==> config.mk <==
export PLATFORM = sky130hd
export DESIGN_NAME = ifu
export DESIGN_NICKNAME = d
export VERILOG_FILES = /design/src/rtl/ifu_pkg.sv /design/src/rtl/ifu_npc.sv /design/src/rtl/ifu.sv
export SDC_FILE = /design/constraint.sdc
export NUM_CORES = 1
export LEC_CHECK = 0
export ABC_AREA = 1
export CAP_MARGIN = 30
export CORE_UTILIZATION = 50
export DETAILED_ROUTE_END_ITERATION = 7
export DONT_BUFFER_PORTS = 1
export HOLD_SLACK_MARGIN = 0.02
export PLACE_DENSITY = 0.66
export SYNTH_ARGS = -nofsm -noshare
export SYNTH_HDL_FRONTEND = slang
export SYNTH_SLANG_ARGS = --single-unit
export TNS_END_PERCENT = 50
==> constraint.sdc <==
create_clock -name clk -period 2.9 [get_ports clk]
set_input_delay 0.58 -clock clk [delete_from_list [all_inputs] [get_ports clk]]
set_output_delay 0.58 -clock clk [all_outputs]
set_load 0.01 [all_outputs]
==> src/rtl/ifu_pkg.sv <==
// Shared MIPS-lite fetch definitions: next-PC select codes used by ctrl and ifu,
// plus the branch-offset helper.
package ifu_pkg;

   localparam logic [1:0] NPC_BEQ = 2'b00;
   localparam logic [1:0] NPC_JR  = 2'b01;
   localparam logic [1:0] NPC_J   = 2'b10;
   localparam logic [1:0] NPC_PC4 = 2'b11;

   // sext(imm16) << 2, as a 32-bit byte offset
   function automatic logic [31:0] br_offset(input logic [15:0] imm);
      return {{14{imm[15]}}, imm, 2'b00};
   endfunction

endpackage

==> src/rtl/ifu_npc.sv <==
// Combinational next-PC computation for the fetch unit (beq / jr / j / pc+4).
module ifu_npc
   import ifu_pkg::*;
(
   input  logic [31:0] pc,
   input  logic [25:0] ir_idx,
   input  logic [1:0]  s_npc,
   input  logic        zero,
   input  logic [31:0] ra_data,
   output logic [31:0] npc,
   output logic [31:0] pc_plus4
);

   assign pc_plus4 = pc + 32'd4;

   always_comb begin
      npc = pc_plus4;
      case (s_npc)
         NPC_BEQ: if (zero) npc = pc_plus4 + br_offset(ir_idx[15:0]);
         NPC_JR:  npc = ra_data;
         NPC_J:   npc = {pc_plus4[31:28], ir_idx, 2'b00};
         default: npc = pc_plus4;
      endcase
   end

endmodule

==> src/rtl/ifu.sv <==
// Instruction fetch unit: holds PC and IR, fetches over req/ack, advances on retire.
// Optional IFU_MISALIGN_TRAP_EN: misaligned next-PC traps instead of being truncated.
module ifu
   import ifu_pkg::*;
#(
   parameter logic [31:0] RESET_PC = 32'h0000_3000
) (
   input  logic        clk,
   input  logic        rst_n,
   input  logic [1:0]  s_npc,
   input  logic        zero,
   input  logic [31:0] ra_data,
   input  logic        retire,
   output logic        imem_req,
   output logic [31:0] imem_addr,
   input  logic [31:0] imem_rdata,
   input  logic        imem_ack,
   output logic [31:0] instr,
   output logic        instr_valid,
   output logic [31:0] pc,
   output logic [31:0] pc_plus4,
   output logic        misalign
);

`ifdef IFU_MISALIGN_TRAP_EN
   typedef enum logic [1:0] {FETCH = 2'd0, EXEC = 2'd1, TRAP = 2'd2} state_t;
`else
   typedef enum logic {FETCH = 1'b0, EXEC = 1'b1} state_t;
`endif

   state_t      state, state_n;
   logic [31:0] pc_q, ir_q;
   logic [31:0] npc_raw, npc;
   logic        ld_ir, ld_pc;

   ifu_npc u_npc (
      .pc       (pc_q),
      .ir_idx   (ir_q[25:0]),
      .s_npc    (s_npc),
      .zero     (zero),
      .ra_data  (ra_data),
      .npc      (npc_raw),
      .pc_plus4 (pc_plus4)
   );

`ifdef IFU_MISALIGN_TRAP_EN
   assign npc = npc_raw;
`else
   // without the trap, word alignment is enforced by dropping the low bits
   assign npc = npc_raw & ~32'h3;
`endif

   always_ff @(posedge clk) begin
      if (!rst_n) begin
         state <= FETCH;
         pc_q  <= RESET_PC;
         ir_q  <= '0;
      end else begin
         state <= state_n;
         if (ld_ir) ir_q <= imem_rdata;
         if (ld_pc) pc_q <= npc;
      end
   end

   // outputs depend on registered state only; inputs only steer loads/transitions
   always_comb begin
      state_n     = state;
      imem_req    = 1'b0;
      instr_valid = 1'b0;
      misalign    = 1'b0;
      ld_ir       = 1'b0;
      ld_pc       = 1'b0;
      case (state)
         FETCH: begin
            imem_req = 1'b1;
            if (imem_ack) begin
               ld_ir   = 1'b1;
               state_n = EXEC;
            end
         end
         EXEC: begin
            instr_valid = 1'b1;
            if (retire) begin
`ifdef IFU_MISALIGN_TRAP_EN
               if (npc[1:0] != 2'b00) begin
                  state_n = TRAP;
               end else begin
                  ld_pc   = 1'b1;
                  state_n = FETCH;
               end
`else
               ld_pc   = 1'b1;
               state_n = FETCH;
`endif
            end
         end
`ifdef IFU_MISALIGN_TRAP_EN
         TRAP: misalign = 1'b1;
`endif
         default: state_n = FETCH;
      endcase
   end

   assign pc        = pc_q;
   assign imem_addr = pc_q;
   assign instr     = ir_q;

endmodule

# Word-level counts from Yosys, hierarchy flattened
# Index checks and enable logic that the tools add are counted.
[totals] reg_bits=63 inputBits=71 output_inout_bits=131 word_cells=19
[classes] add_sub_neg=2 n_eq_ne=2 n_mux=10 n_bitwise=1 reduce_logical=1
[op_table] cell="$pmux W32 S3" count=1
[op_table] cell="$add A32 B3 Y32 const B" count=1
[op_table] cell="$add A32 B32 Y32" count=1
[op_table] cell="$mux W32" count=1
[op_table] cell="$mux W1" count=7
[op_table] cell="$eq A2 B1 Y1 const B" count=1
[op_table] cell="$eq A2 B2 Y1 const B" count=1
[op_table] cell="$logic_not A2 Y1" count=1
[op_table] cell="$pmux W1 S2" count=1
[op_table] cell="$not A1 Y1" count=1

# Logic depth before layout (Yosys ltp)
# Gate-level depths: netlist of run 1.
[depth] depth_word=4 ltp_mapped=27 ltp_nobuf=27

# Cells and area by module
# Synthesis of run 1 repeated with hierarchy kept, for this count alone.
[hier_totals] hier_cells=1229 hier_area_um2=6862.8
[modules_own_cells] module="ifu_npc" n_inst=1 cells_each=850 area_per_inst_um2=4129.0 seq_area_each_um2=0.0
[modules_own_cells] module="ifu" n_inst=1 cells_each=379 area_per_inst_um2=2733.9 seq_area_each_um2=1261.2

# Least setup slack after synthesis of run 1
# OpenSTA, ideal clock, no wires.
[synth_path] path_type="register -> register" start="register pc_q[3], in the netlist imem_addr[3]" end="register pc_q[25], in the netlist imem_addr[25]" setup_ns=0.112 arrival_ns=2.702 required_time_ns=2.788 path_slack_ns=0.085 path_stages_with_launch=23 path_buffers=0 synth_period_minus_slack_ns=2.815 path_cell_list="dfxtp_1 ha_1 nand2_1 nor2_2 inv_2 nor2_4 nand3_2 inv_2 nand2_1 xor2_1 inv_1 ha_1 nand2_1 nor2_1 nand2_1 nor2_1 nand2_1 nand4_1 nand3_1 nand2_1 nand2_1 nand2_1 nand2_1"
[synth_via] elab_chain_cells=4
[synth_lines] element="from (decl)" line_no="ifu.sv:32" source="logic [31:0] pc_q, ir_q;"
[synth_lines] element="from (signal assigned)" line_no="ifu.sv:61" source="if (ld_pc) pc_q <= npc;"
[synth_lines] element="$add A32 B3 Y32" line_no="ifu_npc.sv:14" source="assign pc_plus4 = pc + 32'd4;"
[synth_lines] element="net pc_plus4[20]" line_no="ifu.sv:21" source="output logic [31:0] pc_plus4,"
[synth_lines] element="$add A32 B32 Y32" line_no="ifu_npc.sv:19" source="NPC_BEQ: if (zero) npc = pc_plus4 + br_offset(ir_idx[15:0]);"
[synth_lines] element="$mux W32" line_no="ifu_npc.sv:19"
[synth_lines] element="$pmux W32 S3" line_no="ifu_npc.sv:18" source="case (s_npc)"
# The timed path passes the listed nets, and every way through them passes these cells.
# A chain may end at the register's enable or synchronous reset.

# Worst setup path in the final report of run 1
[layout_path] start="register pc_q[3], in the netlist imem_addr[3]" end="register pc_q[29], in the netlist imem_addr[29]"
[layout_via] elab_chain_cells=4
[layout_lines] element="$add A32 B3 Y32 (*)" line_no="ifu_npc.sv:14"
[layout_lines] element="$add A32 B32 Y32" line_no="ifu_npc.sv:19"
[layout_lines] element="$mux W32" line_no="ifu_npc.sv:19"
[layout_lines] element="$pmux W32 S3 (*)" line_no="ifu_npc.sv:18"
# Mark *: on every way between the ends. The rest lies on a longest branch, timed or not.

==> flow_summary_export.csv, run 1 <==
group,metric,value,unit
synth,synth_ff_type,"dfxtp_1",
timing,fin_crit,2.994,ns
placed_design,io_buffers,0,
critical_path,start_kind,"flop",
floorplan,start_util,51.41,%
timing,fmax,334.0,MHz
global_route,globalRouteTotalUtil,35.65,%
clock_network,clk_root_buffer_cell,"clkbuf_16",
synth,avgSynthCellArea,5.676,um^2
power,leakage,4.800,nW
global_route,grt_pass1_vias,7312,
timing,setup_viol,6,
critical_path,worst_path_most_repeated_cell,"nand2_1",
final_layout,multiInputGateArea,5338,um^2
timing,slew_violations,0,
outcome,violations,"negative setup slack",
final_layout,final_cells,1467,
routing,drc,0,
clock_network,cts.sinks,63,
timing,rsz0062_at_grt,"true",
synth,syn_inst,1143,
synth,synthTopCellsByArea,"nand2_1, dfxtp_1, inv_1, nor2_1, ha_1",
routing,viasPerCell,5.476,
synth,yosysTopAreaCellShare,21.52,%
final_layout,antennaDiodeCount,0,
global_route,grt_pass1_wl,36160,um
final_layout,layout.area.seq,1281,um^2
timing,final.setup.tns,-0.2128,ns
timing,hold_viol,0,
placed_design,place_hpwl,18700,um
worst_hold_path,hold_path_class,"in -> reg",
outcome,status,"finished with violations",
clock_network,clock_path_buffers,2,
final_layout,nNetsFinal,1396,
placed_design,place.gp.congestion,0.9451,
critical_path,cp_top_family,"simple AND/OR/NAND/NOR gates",
timing,relSlewSlack,12.85,%
final_layout,postLayoutCellArea,9266,um^2
clock_network,cts_tree,"built",
timing,finClkSkew,0.01260,ns
routing,vias,8034,
synth,yosysWarningCount,0,
floorplan,rows,41,
routing,wl_per_cell,17.37,um
synth,yosys.area.top_type,"nand2_1",
timing,worst_slack,-0.09406,ns
critical_path,max_stage_delay,0.37,ns
critical_path,crit_path_end_kind,"flop",
critical_path,critPathKind,"reg -> reg",
power,vdd_drop_max,0.4815,mV
floorplan,die_x,115.9,um
global_route,grt_overflow,0,
final_layout,area_growth_syn_to_layout,42.84,%
clock_network,htree_levels,3,
routing,antenna_left,0,
synth,ys_async_sr_fraction,0,%
critical_path,cp_slowest_cell,"dfxtp_4",
global_route,grt_max_degree,38,
placed_design,place_area,7645,um^2
timing,tightest_slew,1.306,ns
synth,ys_ff_latch,63,
critical_path,crit_arrival,3.24,ns
critical_path,crit_chain,"buf_4 -> nand2_2 -> nor2_4 -> buf_6 -> nand2_8 -> nor2_4 -> xor2_2 -> inv_2 -> buf_6 -> ha_4 -> nand2_4 -> o21bai_1 -> nand3b_1 -> buf_4 -> nand2_1 -> nand3_1 -> nand3_1 -> nand2_1 -> nand2_1 -> nand2_1 -> nand2_1",
final_layout,layout-drive-gt1-share,35.52,%
floorplan,core_area,12620,um^2
critical_path,required,3.15,ns
floorplan,die_h,115.9,um
floorplan,ios,202,
power,design_power_total,3.030,mW
synth,synth.distinct_cells,40,
clock_network,clkTransAtPathRegs,0.06,ns
routing,routed_wl,25490,um
clock_network,cts_buffers,9,
synth,syn_area,6487,um^2
run,max_cap_violations,0,
power,powerDensity,326.9,nW/um^2
critical_path,critPathMaxFanout,4,
floorplan,dieArea,13430,um^2
placed_design,dp_cells,1431,
routing,first_pass_iters,5,
synth,yosysMostFrequentCell,"nand2_1",
synth,ys_seq_area_share,19.44,%
synth,synthTopCellsByCount,"nand2_1, inv_1, nor2_1",
timing,period_share,103.2,%
routing,drtIter0Drc,627,
synth,synth_edf_count,0,
timing,hold-worst-slack,0.3660,ns
final_layout,fillers,1028,
critical_path,path_buf_inv,5,
clock_network,clk_latency,0.35,ns
global_route,antenna_found_initial,0,
-- path summary, 6_finish.rpt --
kind	start	endpoint	slack [ns]	cells after the start
worst min register to register	imem_addr[27]$_SDFFE_PN0P_	imem_addr[27]$_SDFFE_PN0P_	0.52	2
worst min-delay path	rst_n	instr[28]$_SDFFE_PN0P_	0.37	2
worst max-delay path	imem_addr[3]$_SDFFE_PN0P_	imem_addr[29]$_SDFFE_PN0P_	-0.09	21
worst max register to register	imem_addr[3]$_SDFFE_PN0P_	imem_addr[29]$_SDFFE_PN0P_	-0.09	21
-- cells by family after synthesis --
family	synth area share [%]
AND/OR/NAND/NOR	39.77
XOR/XNOR	4.281
buffers and inverters	16.03
adder cells (fa/ha/maj)	6.866
other	0.05780
flip-flops	19.44
AO/OA/AOI/OAI	13.56
-- power breakdown --
group | internal (mW) | switching [mW] | leakage, nW
clock | 0.689 | 0.424 | 0.146
combinational | 0.385 | 0.507 | 4.13
sequential | 0.920 | 0.106 | 0.522
-- layout make-up --
| type | instances | area share, % |
|---|---|---|
| multi-input combinational | 850 | 57.60 |
| clock buffer | 11 | 2.619 |
| sequential | 63 | 13.83 |
| tap | 172 | 2.322 |
| timing repair buffer | 196 | 16.08 |
| inverter | 170 | 6.940 |
| clock inverter | 5 | 0.6076 |
-- placed cells by master (no fill, tap or decap), drive strengths merged, types with 2 or more instances in the layout --
cell type  count
nor3          10
dfxtp         63
xor2          18
o22ai          2
inv          169
xnor2         12
nand4         12
a22o           5
o21bai         4
clkinv         4
a221oi        13
and2           3
buf          196
conb           7
clkbuf        11
or2            5
o21ai         77
a21o           3
nand2        380
nand3b         2
nor2         142
ha            34
nand3         67
a21oi         52
-- routing by layer --
| layer | vias up | track usage (%) | wire length, um |
|---|---|---|---|
| met3 | 96 | 8.996 | 2382 |
| met4 | 0 | 18.97 | 1458 |
| met5 | - | 0 | 0 |
| met2 | 428 | 60.20 | 12140 |
| li1 | 3833 | - | - |
| met1 | 3677 | 41.47 | 9501 |
-- worst reg2reg max path, stage by stage (launching register included) --
cell and delay [ns]:
dfxtp_4 0.37, buf_4 0.12, nand2_2 0.06, nor2_4 0.14, buf_6 0.14, nand2_8 0.06, nor2_4 0.12, xor2_2 0.21
inv_2 0.09, buf_6 0.15, ha_4 0.27, nand2_4 0.08, o21bai_1 0.23, nand3b_1 0.19, buf_4 0.15, nand2_1 0.09
nand3_1 0.10, nand3_1 0.08, nand2_1 0.06, nand2_1 0.06, nand2_1 0.08, nand2_1 0.06
-- repair_timing --
| item | in CTS | in global routing |
|---|---|---|
| hold buffers | 0 | 0 |
| setup endpoints to repair | 22 | 29 |
| gates cloned | 0 | 0 |
| gates resized for setup | 90 | 192 |
| buffers inserted | 5 | 15 |
| pin swaps | 20 | 70 |
-- metrics by stage --
stage                     setup WS, ns  util (%)
after CTS                     -0.02480     66.56
after floorplan                0.08544         -
after global routing           -0.2184     73.43
after global placement         -0.1532     60.58
final                         -0.09406     73.43
after detailed placement       -0.2329     60.58
-- state kept, by name, indices dropped and copies added, names as in the netlist --
register / cells
imem_addr: 30
instr: 32
state: 1
Note: power is estimated with default switching activity, not from simulation.
==> inputs of run 2 (changes only) <==
CELL_PAD_IN_SITES_DETAIL_PLACEMENT = 0   (was unset)
CELL_PAD_IN_SITES_GLOBAL_PLACEMENT = 2   (was unset)
CORE_UTILIZATION = 29   (was 50)
PLACE_DENSITY = 0.79   (was 0.66)
clock period = 2.6 ns   (was 2.9 ns; I/O delays follow)
==> run 2 against run 1 <==
Net effect: the flow still finishes with violations (negative setup slack); sequential share of layout area is 1.2 points lower; global-route usage is 11 points lower; clock power is 13% higher; fmax is 0.92% higher; clock skew is 0.0057 ns higher; register-to-register slack worse by 0.27 ns; setup slack worse by 0.27 ns; count of clock-buffer cells in the layout stayed put; worst hold slack worse by 0.060 ns; sequential cell count stayed put.
==> flow_summary_export.csv, run 2 (synthesis results as in run 1) <==
group,metric,value,unit
outcome,status,"finished with violations",
outcome,violations,"negative setup slack",
worst_hold_path,min_from,"rst_n",
floorplan,start_util,29.64,%
timing,fmax,337.1,MHz
timing,hold_viol,0,
clock_network,clk_latency,0.34,ns
global_route,grt_pass1_wl,42110,um
timing,rsz0062_at_grt,"true",
final_layout,multiInputGateArea,5615,um^2
floorplan,dieArea,22970,um^2
routing,drc,0,
timing,setup_viol,33,
routing,wl_met2,13950,um
timing,worst_slack,-0.3666,ns
final_layout,nNetsFinal,1447,
floorplan,rows,54,
final_layout,layout-drive-gt1-share,39.82,%
clock_network,htree_levels,3,
routing,wl_met3,2240,um
floorplan,die_x,151.6,um
critical_path,required,2.83,ns
routing,routed_wl,28950,um
timing,period_share,114.1,%
clock_network,cts_buffers,9,
routing,antenna_left,0,
timing,tightest_slew,0.9975,ns
routing,routed.top_layer,"met4",
final_layout,fillers,2278,
global_route,globalRouteTotalUtil,24.85,%
timing,fin_crit,2.967,ns
worst_hold_path,worstHoldEndpoint,"instr[22]$_SDFFE_PN0P_",
critical_path,r2r-end,"imem_addr[29]$_SDFFE_PN0P_",
critical_path,critPathMaxFanout,4,
worst_hold_path,hold_path_depth,2,
global_route,antenna_found_initial,2,
global_route,grt_overflow,0,
final_layout,largest_register_ffs,32,
placed_design,io_buffers,0,
critical_path,reg2reg_from,"imem_addr[3]$_SDFFE_PN0P_",
clock_network,clk_root_buffer_cell,"clkbuf_16",
global_route,grt_pass1_vias,7497,
final_layout,final_common_cell,"nand2_1",
floorplan,ios,202,
critical_path,crit_path_end_kind,"flop",
routing,wl_per_cell,17.79,um
routing,wirelength_met1,12050,um
clock_network,hold_buffers,0,
clock_network,clock_path_buffers,2,
power,vdd_drop_max,0.3203,mV
final_layout,final_cell_mix,"nand2_1, buf_4, inv_1, nor2_1, o21ai_0",
critical_path,crit_arrival,3.20,ns
final_layout,area_growth_syn_to_layout,56.16,%
run,max_cap_violations,0,
power,design_power_total,3.484,mW
timing,relSlewSlack,33.43,%
routing,drtIter0Drc,452,
routing,first_pass_iters,5,
timing,finClkSkew,0.01833,ns
final_layout,layout.area.seq,1280,um^2
power,leakage,5.229,nW
critical_path,ff2ff_setup_slack,-0.37,ns
critical_path,start_kind,"flop",
critical_path,reg2reg_depth,22,
clock_network,clkTransAtPathRegs,0.06,ns
floorplan,die_h,151.6,um
power,powerDensity,343.9,nW/um^2
placed_design,place.gp.congestion,0.8959,
routing,vias,7931,
critical_path,critPathKind,"reg -> reg",
clock_network,cts.sinks,63,
placed_design,place_hpwl,23330,um
clock_network,cts_tree,"built",
timing,hold-worst-slack,0.3060,ns
timing,slew_violations,0,
worst_hold_path,hold_path_class,"in -> reg",
placed_design,pre_cts_slack,-0.5156,ns
routing,viasPerCell,4.872,
floorplan,core_area,21890,um^2
global_route,grt_max_degree,35,
-- run 2: changes by cell type in the layout (fill, tap and decap cells not counted), sizes merged --
cell and delta:
clkinvlp -1, buf +51, inv +1, diode +2
-- run 2: how the worst max path moves through the flow --
stage                                         start                         end  slack [ns]  depth (start not counted)
after global routing      imem_addr[3]$_SDFFE_PN0P_  imem_addr[29]$_SDFFE_PN0P_       -0.53                         25
after CTS                 imem_addr[3]$_SDFFE_PN0P_  imem_addr[24]$_SDFFE_PN0P_       -0.32                         20
final                     imem_addr[3]$_SDFFE_PN0P_  imem_addr[29]$_SDFFE_PN0P_       -0.37                         22
after detailed placement  imem_addr[3]$_SDFFE_PN0P_  imem_addr[29]$_SDFFE_PN0P_       -0.52                         20
after floorplan           imem_addr[3]$_SDFFE_PN0P_  imem_addr[25]$_SDFFE_PN0P_      -0.007                         22
after global placement    imem_addr[3]$_SDFFE_PN0P_  imem_addr[29]$_SDFFE_PN0P_       -0.56                         20
-- run 2: repair_timing --
| item | CTS | global route |
|---|---|---|
| endpoints found under the setup margin | 34 | 41 |
| pin swaps | 63 | 67 |
| cloned | 0 | 0 |
| gates resized for setup | 168 | 137 |
| buffers inserted | 14 | 17 |
-- run 2: critical path: stages, from the launching register on --
cell and delay (ns):
dfxtp_4 0.37, ha_4 0.14, nand2_4 0.06, nor2_4 0.14, inv_2 0.07, nor2_4 0.09
buf_4 0.16, nand2_4 0.08, xor2_4 0.19, inv_2 0.09, ha_4 0.27, nand2_1 0.06
nand2_1 0.07, o21bai_4 0.18, nand3b_1 0.28, nand2_2 0.18, nand2_1 0.06, nand2_1 0.07
nand3_2 0.07, nand2_1 0.05, nand2_1 0.06, nand2_1 0.07, nand2_1 0.05
-- run 2: layout make-up --
class | instances | share of cell area (%)
antenna | 2 | 0.04940
clock buffer | 11 | 2.396
clock inverter | 5 | 0.5434
inverter | 170 | 6.397
multi-input combinational | 850 | 55.43
sequential | 63 | 12.63
tap | 280 | 3.458
timing repair buffer | 247 | 19.09
-- run 2: where the power goes --
group	internal [mW]	switching, mW
Sequential	1.03	0.0925
Clock	0.769	0.481
Combinational	0.482	0.633
-- run 2: metal layers --
| layer | up-vias | GRT usage (%) |
|---|---|---|
| met4 | 0 | 9.109 |
| met5 | - | 0 |
| li1 | 3941 | - |
| met2 | 290 | 41.76 |
| met3 | 34 | 6.527 |
| met1 | 3666 | 30.28 |
-- run 2: stage by stage --
step	cell area, um^2	util [%]	instances	setup TNS [ns]
2_1_floorplan	6671	-	1149	-0.007005
3_3_place_gp	8274	37.80	1581	-9.708
3_5_place_dp	8274	37.80	1581	-10.13
4_1_cts	9444	43.14	1610	-6.733
5_1_grt	10130	46.28	1628	-11.88
6_report	10130	46.28	1628	-6.785
==> inputs of run 3 (changes only) <==
CORE_MARGIN = 3   (was unset)
SYNTH_HIERARCHICAL = 1   (was unset)
TNS_END_PERCENT = unset   (was 50)
==> run 3 against run 2 <==
Net effect: the run still ends with negative setup slack left; sequential power barely moved; total power is 16% higher; die area up 11%; routed wire length is 6.7% higher; critical path depth is 1 lower; first-iteration DRC count fell by 2.9%; count of clock-buffer cells in the layout did not move; global-route usage decreased by 1.9 points; cell area is 5.6% higher.
==> flow_summary_export.csv, run 3 <==
group,metric,value,unit
final_layout,final_cell_mix,"nand2_1, buf_4, nor2_1, inv_1, nand3_1",
global_route,antenna_found_initial,1,
routing,first_pass_iters,5,
placed_design,place_hpwl,24300,um
floorplan,die_h,159.6,um
clock_network,clkTransAtPathRegs,0.06,ns
floorplan,rows,55,
clock_network,cts_tree,"built",
timing,period_share,111.2,%
routing,drc,0,
final_layout,final_common_cell,"nand2_1",
clock_network,clock_path_buffers,2,
critical_path,crit_arrival,3.13,ns
power,design_power_total,4.037,mW
critical_path,r2r-end,"imem_addr[23]$_SDFFE_PN0P_",
run,max_cap_violations,0,
timing,fin_crit,2.892,ns
critical_path,ff2ff_setup_slack,-0.29,ns
routing,drtIter0Drc,439,
critical_path,reg2reg_from,"imem_addr[9]$_SDFFE_PN0P_",
synth,syn_area,6838,um^2
clock_network,htree_levels,3,
synth,syn_inst,1223,
placed_design,place.gp.congestion,0.9051,
final_layout,fillers,2405,
floorplan,die_x,159.6,um
clock_network,clk_latency,0.35,ns
timing,relSlewSlack,47.49,%
critical_path,start_kind,"flop",
worst_hold_path,worstHoldEndpoint,"imem_addr[13]$_SDFFE_PN1P_",
timing,worst_slack,-0.2922,ns
global_route,globalRouteTotalUtil,22.97,%
final_layout,layout-drive-gt1-share,42.74,%
placed_design,io_buffers,0,
timing,fmax,345.8,MHz
routing,viasPerCell,4.779,
timing,slew_violations,0,
floorplan,start_util,29.84,%
critical_path,crit_path_end_kind,"flop",
outcome,status,"finished with violations",
timing,hold_viol,0,
floorplan,ios,202,
outcome,violations,"negative setup slack",
synth,avgSynthCellArea,5.591,um^2
routing,antenna_left,0,
global_route,grt_pass1_vias,7948,
final_layout,area_growth_syn_to_layout,56.43,%
critical_path,required,2.84,ns
placed_design,pre_cts_slack,-0.5693,ns
routing,routed_wl,30890,um
final_layout,multiInputGateArea,6091,um^2
critical_path,reg2reg_depth,21,
worst_hold_path,hold_path_depth,1,
global_route,grt_pass1_wl,45920,um
timing,final.setup.tns,-4.585,ns
routing,wl_per_cell,17.91,um
floorplan,dieArea,25460,um^2
clock_network,clk_root_buffer_cell,"clkbuf_16",
clock_network,cts_buffers,9,
worst_hold_path,min_from,"rst_n",
final_layout,final_util,46.68,%
critical_path,critPathKind,"reg -> reg",
routing,vias,8244,
timing,tightest_slew,0.7858,ns
final_layout,largest_register_ffs,32,
floorplan,core_area,22920,um^2
critical_path,critPathMaxFanout,4,
global_route,grt_overflow,0,
timing,setup_viol,23,
clock_network,cts.sinks,63,
global_route,grt_max_degree,64,
final_layout,layout.area.seq,1301,um^2
power,powerDensity,377.5,nW/um^2
timing,rsz0062_at_grt,"true",
power,vdd_drop_max,0.2895,mV
clock_network,hold_buffers,0,
final_layout,nNetsFinal,1512,
synth,yosysWarningCount,6,
timing,finClkSkew,0.009123,ns
worst_hold_path,hold_path_class,"in -> reg",
power,leakage,5.328,nW
[run 3: layout make-up]
type | instances | area share (%)
Multi-Input combinational cell | 906 | 56.94
Timing Repair Buffer | 242 | 17.84
Sequential cell | 63 | 12.17
Inverter | 184 | 6.656
Tap cell | 313 | 3.661
Clock buffer | 11 | 2.176
Clock inverter | 5 | 0.5381
Antenna cell | 1 | 0.02339
[run 3: how the worst max path moves through the flow]
stage / from / end / slack, ns / depth (start not counted)
after global placement: imem_addr[6]$_SDFFE_PN0P_ / imem_addr[23]$_SDFFE_PN0P_ / -0.52 / 22
after CTS: imem_addr[9]$_SDFFE_PN0P_ / imem_addr[11]$_SDFFE_PN0P_ / -0.27 / 19
after detailed placement: imem_addr[2]$_SDFFE_PN0P_ / imem_addr[23]$_SDFFE_PN0P_ / -0.57 / 21
final: imem_addr[9]$_SDFFE_PN0P_ / imem_addr[23]$_SDFFE_PN0P_ / -0.29 / 21
after global routing: imem_addr[9]$_SDFFE_PN0P_ / imem_addr[31]$_SDFFE_PN0P_ / -0.46 / 26
after floorplan: imem_addr[2]$_SDFFE_PN0P_ / imem_addr[23]$_SDFFE_PN0P_ / -0.03 / 18
[run 3: power by group]
group / switching [mW] / internal (mW)
Combinational: 0.918 / 0.729
Sequential: 0.100 / 1.04
Clock: 0.504 / 0.746
Total: 1.52 / 2.52
[run 3: timing repair]
action / in CTS / in global routing
resized for setup: 216 / 196
setup endpoints to repair: 28 / 29
pin swaps: 74 / 131
setup buffers: 15 / 16
[run 3: through the flow]
step           cells  hold slack [ns]  instance area [um^2]
3_5_place_dp    1678           0.5109                  8581
6_report        1725           0.2854                 10700
2_1_floorplan   1229           0.5079                  7077
4_1_cts         1708           0.2599                  9811
3_3_place_gp    1678           0.4894                  8581
5_1_grt         1724           0.2695                 10690
[run 3: critical path, cell delays in order, from the launching register on]
cell and delay (ns):
dfxtp_4 0.37, buf_6 0.10, nand2_2 0.05, nor2_4 0.14
nand3_4 0.14, inv_4 0.10, nand2_4 0.05, buf_6 0.12
xor2_4 0.18, inv_2 0.07, ha_4 0.36, nand2_8 0.09
nor3_2 0.17, nand2_1 0.10, nand2_4 0.15, nand2_2 0.07
nand3_1 0.08, nand3_2 0.12, nand3_2 0.10, nand3_2 0.05
o21ai_1 0.11, nor2_1 0.05
[run 3: routing by layer]
metal  global-route usage, %  vias up  routed length (um)
met3                   6.426       23                2257
li1                        -     4145                   -
met4                   4.616        0                 453
met5                       0        -                   0
met2                   39.82      255               15080
met1                   28.53     3821               13100
